`src/rtl/pipe_stage_skid.sv`:
```
// ---------------------------------------------------------------------------
// pipe_stage_skid : valid/ready pipeline stage register with 2-entry skid,
//                   flush, exception-bubble insertion and a saturating stall counter
// Revision 1.0
// ---------------------------------------------------------------------------
`default_nettype none

module pipe_stage_skid #(
  parameter int          DATA_W    = 128,
  parameter logic [31:0] PC_RESET  = 32'h0000_3000,
  parameter logic [31:0] PC_EXC    = 32'h0000_4180,
  parameter logic [31:0] INSTR_NOP = 32'h0000_0000,
  parameter int          CNT_W     = 16
) (
  input  logic              i_clk,
  input  logic              i_reset,
  input  logic              i_flush,
  input  logic              i_req,
  input  logic              i_cnt_clr,
  input  logic              i_valid,
  output logic              o_ready,
  input  logic [31:0]       i_pc,
  input  logic [31:0]       i_instr,
  input  logic [DATA_W-1:0] i_data,
  output logic              o_valid,
  input  logic              i_ready,
  output logic [31:0]       o_pc,
  output logic [31:0]       o_instr,
  output logic [DATA_W-1:0] o_data,
  output logic              o_bubble,
  output logic [CNT_W-1:0]  o_stall_cnt
);

  typedef enum logic [1:0] {
    ST_EMPTY = 2'd0,
    ST_ONE   = 2'd1,
    ST_FULL  = 2'd2
  } state_t;

  state_t              state_q, state_d;
  logic                ready_q, ready_d;
  logic [31:0]         pc_q, pc_d;
  logic [31:0]         instr_q, instr_d;
  logic [DATA_W-1:0]   data_q, data_d;
  logic                bubble_q, bubble_d;
  logic [31:0]         skid_pc_q, skid_pc_d;
  logic [31:0]         skid_instr_q, skid_instr_d;
  logic [DATA_W-1:0]   skid_data_q, skid_data_d;
  logic [CNT_W-1:0]    cnt_q, cnt_d;

  logic in_fire;
  logic out_fire;
  logic valid;

  assign valid    = (state_q != ST_EMPTY);
  assign in_fire  = i_valid & ready_q;
  assign out_fire = valid & i_ready;

  always_comb begin
    state_d      = state_q;
    pc_d         = pc_q;
    instr_d      = instr_q;
    data_d       = data_q;
    bubble_d     = bubble_q;
    skid_pc_d    = skid_pc_q;
    skid_instr_d = skid_instr_q;
    skid_data_d  = skid_data_q;

    if (i_req) begin
      // Exception entry replaces everything in flight with a single bubble
      state_d      = ST_ONE;
      pc_d         = PC_EXC;
      instr_d      = INSTR_NOP;
      data_d       = '0;
      bubble_d     = 1'b1;
      skid_pc_d    = '0;
      skid_instr_d = '0;
      skid_data_d  = '0;
    end else if (i_flush) begin
      state_d  = ST_EMPTY;
      pc_d     = PC_RESET;
      instr_d  = INSTR_NOP;
      data_d   = '0;
      bubble_d = 1'b0;
    end else begin
      case (state_q)
        ST_EMPTY: begin
          if (in_fire) begin
            state_d  = ST_ONE;
            pc_d     = i_pc;
            instr_d  = i_instr;
            data_d   = i_data;
            bubble_d = 1'b0;
          end
        end
        ST_ONE: begin
          if (in_fire && out_fire) begin
            pc_d     = i_pc;
            instr_d  = i_instr;
            data_d   = i_data;
            bubble_d = 1'b0;
          end else if (in_fire) begin
            state_d      = ST_FULL;
            skid_pc_d    = i_pc;
            skid_instr_d = i_instr;
            skid_data_d  = i_data;
          end else if (out_fire) begin
            state_d = ST_EMPTY;
          end
        end
        ST_FULL: begin
          if (out_fire) begin
            state_d  = ST_ONE;
            pc_d     = skid_pc_q;
            instr_d  = skid_instr_q;
            data_d   = skid_data_q;
            bubble_d = 1'b0;
          end
        end
        default: state_d = ST_EMPTY;
      endcase
    end
  end

  // Ready is a flop so downstream i_ready never reaches o_ready combinationally
  assign ready_d = (state_d != ST_FULL);

  always_comb begin
    cnt_d = cnt_q;
    if (i_cnt_clr) begin
      cnt_d = '0;
    end else if (valid && !i_ready && (cnt_q != {CNT_W{1'b1}})) begin
      cnt_d = cnt_q + 1'b1;
    end
  end

  always_ff @(posedge i_clk or posedge i_reset) begin
    if (i_reset) begin
      state_q      <= ST_EMPTY;
      ready_q      <= 1'b1;
      pc_q         <= PC_RESET;
      instr_q      <= INSTR_NOP;
      data_q       <= '0;
      bubble_q     <= 1'b0;
      skid_pc_q    <= '0;
      skid_instr_q <= '0;
      skid_data_q  <= '0;
      cnt_q        <= '0;
    end else begin
      state_q      <= state_d;
      ready_q      <= ready_d;
      pc_q         <= pc_d;
      instr_q      <= instr_d;
      data_q       <= data_d;
      bubble_q     <= bubble_d;
      skid_pc_q    <= skid_pc_d;
      skid_instr_q <= skid_instr_d;
      skid_data_q  <= skid_data_d;
      cnt_q        <= cnt_d;
    end
  end

  assign o_ready     = ready_q;
  assign o_valid     = valid;
  assign o_pc        = pc_q;
  assign o_instr     = instr_q;
  assign o_data      = data_q;
  assign o_bubble    = bubble_q;
  assign o_stall_cnt = cnt_q;

endmodule

`default_nettype wire

```
`config.mk`:
```
export PLATFORM = sky130hd
export DESIGN_NAME = pipe_stage_skid
export DESIGN_NICKNAME = d
export VERILOG_FILES = /design/src/rtl/pipe_stage_skid.sv
export SDC_FILE = /design/constraint.sdc
export NUM_CORES = 1
export LEC_CHECK = 0
export CAP_MARGIN = 20
export CORE_MARGIN = 1.5
export CORE_UTILIZATION = 51
export DETAILED_ROUTE_END_ITERATION = 12
export GPL_TIMING_DRIVEN = 0
export PLACE_DENSITY = 0.82
export SLEW_MARGIN = 20
export SYNTH_ARGS = -nofsm -noshare
export SYNTH_HDL_FRONTEND = slang
export SYNTH_SLANG_ARGS = --single-unit
```
`constraint.sdc`:
```
create_clock -name i_clk -period 15.5 [get_ports i_clk]
set_input_delay 1.55 -clock i_clk [delete_from_list [all_inputs] [get_ports i_clk]]
set_output_delay 1.55 -clock i_clk [all_outputs]
set_load 0.03 [all_outputs]
```
* Word level (Yosys, flattened, before mapping)
Index checks and enable logic that the tools add are counted.
Storage, ports and cells: memories 0, flip-flop bits (word level) 404, bits in writable memories 0, bits in latches 0, word-level logic and storage cells 80, input bits 199, memory bits (read-only) 0, output and inout port bits 211
Operators by class: bitwise operators 2, $add $sub $neg 1, shift-type cells 0, $mul 0, multiplexer cells 46, reductions and logical operators 12, magnitude comparators 0, equal/unequal tests 9, div/mod/pow operators 0
Operator list (number):
- $mux W128 | 9
- $mux W32 | 18
- $pmux W128 S3 | 1
- $pmux W32 S3 | 2
- $mux W16 | 2
- $add A16 B1 Y16 const B | 1
- $ne A16 B16 Y1 const B | 1
- $mux W2 | 7
- $ne A4 B4 Y1 const B | 3
- $reduce_and A4 Y1 | 2
- $reduce_bool A2 Y1 | 4
- $pmux W2 S3 | 1
- $mux W1 | 5
- $reduce_bool A5 Y1 | 1
- $ne A2 B2 Y1 const B | 2
- $logic_and A1 B1 Y1 | 3
- $pmux W1 S3 | 1
- $and A1 B1 Y1 | 2
- $eq A2 B1 Y1 const B | 1
- $eq A2 B2 Y1 const B | 1
- $logic_not A2 Y1 | 1
- $ne A2 B1 Y1 const B | 1
- $logic_not A1 Y1 | 1

* Logic depth before layout (Yosys ltp)
depth in word-level cells 9, mapped depth 11, mapped depth without buffers 6

* Worst setup path before layout
No wires, ideal clock.
path type input port to flip-flop, start input port i_ready, end register data_q[100] (netlist: o_data[100]), required time 15.412 ns, setup slack 12.400 ns, cell stages on the path 9, arrival 3.012 ns, setup time 0.088 ns, path buffers 5, path through buf_2 -> and2b_4 -> and4_1 -> buf_2 -> or2_1 -> buf_2 -> buf_6 -> buf_6 -> a211oi_2
Between the ends: cells in the longest elaborated chain, start to end 4, elaborated cells between the ends (all ways) 5, those cells by class 2 x eq/ne; 1 x bitwise; 2 x reduce/logical
RTL lines:
- from (decl) | RTL line 26 | input logic i_ready,
- $and A1 B1 Y1 * | RTL line 57 | assign out_fire = valid & i_ready;
- $logic_and A1 B1 Y1 | RTL line 97 | if (in_fire && out_fire) begin
- $ne A4 B4 Y1 (no source line)
- $reduce_and A4 Y1 (no source line) *
- to (signal assigned) | RTL line 154 | data_q <= data_d;
- to (decl) | RTL line 44 | logic [DATA_W-1:0] data_q, data_d;
Every way passes the cells marked *; elsewhere a longest branch is shown, timed or not. A chain may end at the register's enable or synchronous reset.

* Worst setup path after layout
start input port i_req, end register data_q[69] (netlist: o_data[69])
Between the ends: cells in the longest elaborated chain, start to end 2, elaborated cells between the ends (all ways) 6, those cells by class 3 x eq/ne; 1 x mux; 2 x reduce/logical
RTL lines:
- from (decl) | RTL line 18 | input logic i_req,
- $ne A4 B4 Y1 (no source line) / $reduce_bool A5 Y1 (equally long branches)
- $reduce_and A4 Y1 (no source line)
Parallel ways exist; a longest one is shown, timed or not.

==> impl_summary.txt <==
----------------------------------------------------
[Outcome]
  Outcome ... complete, no violations

[Layout]
  Area grow syn2layout ... 32.2%
  Fill count ... 2675
  Post-route standard cell area excluding fillers ... 0.0252 mm2
  Final core area utilization ... 0.688
  Post-Layout Cell Count ... 2820
  Share of layout cells above drive strength 1 ... 0.107
  # nets final ... 2518

[Detailed routing]
  Remaining design rule violation count ... 0
  Total number of vias ... 16.5k
  Wire length per cell ... 20.8 um
  Antenna-violating nets left ... 0
  Number of DRC violations after detailed-routing iteration 0 ... 1088
  TritonRoute pass-1 iters ... 5
  Aggregate routed wire length ... 58800 um
  Via-to-Cell Ratio ... 5.85

[Power]
  Leakage component of the power ... 0.00978 uW
  Power per unit of standard cell area ... 124 mW/mm2
  Peak supply drop ... 0.0912 mV

[Floorplanning]
  Die boundary height ... 196 um
  Starting density of the core ... 0.520
  Number of I/O pins ... 410
  Placeable core area ... 0.0367 mm2
  Std cell rows ... 70
  Floorplan die area ... 0.0386 mm2
  Die width ... 196 um

[STA]
  Number of hold violations in the final report ... 0
  Fin Clk Skew ... 17.7 ps
  Share of the cycle needed by the critical path after routing ... 0.252
  Clock period minus worst slack ... 3900 ps
  Transition time at the pin with the least slew margin ... 1000 ps
  Final WS setup ... 11600 ps
  Hold_ws ... 520 ps
  Final-report setup violation count ... 0
  Worst-case headroom to the max-slew limit ... 0.332
  Final Max Slew Viols ... 0
  Unrepaired setup endpoints after global routing ... no
  Highest attainable clock frequency ... 0.256 GHz

[Job]
  Max-Cap Viols ... 0

[Clocking]
  TritonCTS clock tree ... done
  Maximum buffer depth of the clock tree ... 3
  Clock Root Buffer ... sky130_fd_sc_hd__clkbuf_16
  TritonCTS buffer count ... 44
  Post-CTS Setup Inserts ... 0
  Number of clock sinks ... 404
  Clock slew seen by the registers of the worst setup and hold paths ... 60 ps
  Resized Gates After CTS ... 0
  Insertion delay of the later-clocked pin in the worst-skew pair ... 560 ps
  Number of H-tree branching levels ... 2
  Hold_buf cts ... 0

[Min path]
  Class of the tightest hold or removal check ... register to register

[Worst setup path]
  Type of element launching the critical path ... input pin
  Required time of the worst setup path ... 15890 ps
  End of the worst register-to-register path ... o_data[120]$_DFFE_PP0P_
  Critical path type ... input pin to register
  Reg-to-reg setup timing slack ... 12620 ps
  Critical path destination ... o_data[69]$_DFFE_PP0P_
  Max FO, Critical Path ... 10
  Worst Setup SP ... i_req
  FF-to-FF Start ... state_q[0]$_DFF_PP0_
  Signal arrival time at the worst endpoint ... 4300 ps
  Length in cells of the worst reg-to-reg path ... 10
  Sort of element at the end of the critical path ... register

[Place]
  Number of instances in the placed design ... 2736
  Input/output buffers ... 407
  Area of placed instances ... 0.0239 mm2
  Setup slack at placement ... 11090 ps
  Final GP Congestion ... 0.851
  Half-perimeter wire length of the detailed placement result ... 41400 um

[Global routing]
  Total congestion overflow after global routing ... 0
  Global-route wire length before repair ... 91300 um
  GRT Resource Usage Total ... 0.301
  Vias in the first global route ... 16.7k
  Maximum number of pins on one net before global-route repair ... 103
  Initial antenna violation count ... 8

[Logic synthesis]
  Yosys cell types ... 43
  Mean area per synthesized cell ... 10.3 um2
  Gate count after technology mapping ... 1857
  Synth Warn # ... 0
  Synth Cell Area ... 0.0191 mm2
  Number of enable-type register cells in the synthesized netlist ... 0
  Flops & latches, synth ... 404
  Syn_nets ... 2061
  Proportion of synthesized flip-flops having asynchronous set or reset ... 1.00
  Dominant register cell in the synthesized netlist ... sky130_fd_sc_hd__dfrtp_1
  Sequential share of the synthesized area ... 0.530

----------------------------------------------------
-- critical path, stage by stage --
cell and delay, ps:
sky130_fd_sc_hd__clkdlybuf4s50_1 530, sky130_fd_sc_hd__or2_2 130, sky130_fd_sc_hd__clkbuf_1 540, sky130_fd_sc_hd__clkbuf_1 810
sky130_fd_sc_hd__clkbuf_1 630, sky130_fd_sc_hd__a211oi_2 90
-- worst min path at each step --
stage / startpoint / endpoint / slack (ps) / depth (start not counted)
5_1_grt: skid_data_q[116]$_DFFE_PP0P_ / skid_data_q[116]$_DFFE_PP0P_ / 540 / 2
3_3_place_gp: skid_pc_q[12]$_DFFE_PP0P_ / skid_pc_q[12]$_DFFE_PP0P_ / 510 / 2
2_1_floorplan: skid_pc_q[12]$_DFFE_PP0P_ / skid_pc_q[12]$_DFFE_PP0P_ / 500 / 2
4_1_cts: skid_data_q[2]$_DFFE_PP0P_ / skid_data_q[2]$_DFFE_PP0P_ / 520 / 2
3_5_place_dp: o_bubble$_DFFE_PP0P_ / o_bubble$_DFFE_PP0P_ / 510 / 1
6_report: skid_pc_q[4]$_DFFE_PP0P_ / skid_pc_q[4]$_DFFE_PP0P_ / 520 / 2
-- synthesized netlist by cell type, types with 5 or more instances --
library cell / n / area share
sky130_fd_sc_hd__dfrtp_1: 401 / 0.53
sky130_fd_sc_hd__nand2_1: 393 / 0.077
sky130_fd_sc_hd__a21oi_1: 203 / 0.053
sky130_fd_sc_hd__mux2i_1: 191 / 0.10
sky130_fd_sc_hd__nor3_1: 191 / 0.050
sky130_fd_sc_hd__a211oi_2: 130 / 0.085
sky130_fd_sc_hd__clkbuf_1: 126 / 0.025
sky130_fd_sc_hd__a211oi_1: 60 / 0.024
sky130_fd_sc_hd__buf_2: 30 / 0.0079
sky130_fd_sc_hd__buf_6: 16 / 0.0094
sky130_fd_sc_hd__o21ai_0: 13 / 0.0034
sky130_fd_sc_hd__or3_1: 11 / 0.0036
sky130_fd_sc_hd__nor2_1: 10 / 0.0020
sky130_fd_sc_hd__inv_1: 8 / 0.0016
sky130_fd_sc_hd__and2_1: 7 / 0.0023
sky130_fd_sc_hd__nand3_1: 7 / 0.0018
sky130_fd_sc_hd__nand4_1: 6 / 0.0020
sky130_fd_sc_hd__and3_1: 5 / 0.0016
sky130_fd_sc_hd__ha_1: 5 / 0.0033
-- sequential cells by signal, summed over array words and instances (netlist names) --
signal and flops:
o_instr 32, o_stall_cnt 16, o_ready 1, o_pc 32, state_q 2, skid_data_q 128
skid_pc_q 32, o_bubble 1, skid_instr_q 32, o_data 128
-- per-stage QoR --
stage | TNS [ps] | power (uW)
after floorplan | 0 | 1780
after global placement | -763270 | 2090
after detailed placement | 0 | 2120
after CTS | 0 | 3130
after global routing | 0 | 3240
final | 0 | 3120
-- power by group --
group | leakage (uW) | total (uW) | internal, uW | switching (uW)
clock network | 0.000666 | 1010 | 588 | 418
registers | 0.00553 | 1200 | 1140 | 55.6
logic | 0.00359 | 916 | 344 | 572
-- cell type report --
| class | instances | area [um2] | area share |
|---|---|---|---|
| Buffer | 176 | 818 | 0.0324 |
| Clock inverter | 7 | 62.6 | 0.00248 |
| Clock buffer | 70 | 1300 | 0.0515 |
| Timing Repair Buffer | 411 | 4180 | 0.166 |
| Multi-Input combinational cell | 1269 | 8130 | 0.322 |
| Antenna cell | 7 | 17.5 | 0.000694 |
| Tap cell | 468 | 586 | 0.0232 |
| Inverter | 8 | 37.5 | 0.00149 |
| Sequential cell | 404 | 10100 | 0.401 |
-- layout by cell type (no fill, tap or decap), types with 4 or more instances in the layout --
cell / instances
sky130_fd_sc_hd__a2111oi_0: 4
sky130_fd_sc_hd__a211oi_1: 60
sky130_fd_sc_hd__a211oi_2: 130
sky130_fd_sc_hd__a21oi_1: 203
sky130_fd_sc_hd__a31o_2: 4
sky130_fd_sc_hd__and2_1: 7
sky130_fd_sc_hd__and3_1: 5
sky130_fd_sc_hd__buf_1: 4
sky130_fd_sc_hd__buf_16: 4
sky130_fd_sc_hd__buf_2: 30
sky130_fd_sc_hd__buf_6: 16
sky130_fd_sc_hd__clkbuf_1: 143
sky130_fd_sc_hd__clkbuf_16: 45
sky130_fd_sc_hd__clkbuf_8: 8
sky130_fd_sc_hd__clkdlybuf4s50_1: 407
sky130_fd_sc_hd__clkinv_2: 5
sky130_fd_sc_hd__dfrtp_1: 401
sky130_fd_sc_hd__diode_2: 7
sky130_fd_sc_hd__ha_1: 5
sky130_fd_sc_hd__inv_1: 7
sky130_fd_sc_hd__mux2i_1: 191
sky130_fd_sc_hd__nand2_1: 393
sky130_fd_sc_hd__nand3_1: 7
sky130_fd_sc_hd__nand4_1: 6
sky130_fd_sc_hd__nor2_1: 10
sky130_fd_sc_hd__nor3_1: 191
sky130_fd_sc_hd__o21ai_0: 13
sky130_fd_sc_hd__or3_1: 11
-- metal layers --
layer	routed length, um	track usage	vias to the layer above	share of wire
li1	-	-	7504	-
met2	28200	0.488	689	0.48
met1	23200	0.383	8154	0.40
met5	11	0	-	0.00019
met4	2630	0.141	2	0.045
met3	4690	0.0720	154	0.080
-- kinds of logic after synthesis --
family	count (synthesis)	share of synthesized area
AO/OA/AOI/OAI	426	0.174
buffers and inverters	184	0.0444
flip-flops	404	0.530
multiplexers	191	0.100
XOR/XNOR	1	0.000459
AND/OR/NAND/NOR	646	0.148
adder cells (fa/ha/maj)	5	0.00328
Note: power is estimated with default switching activity, not from simulation.
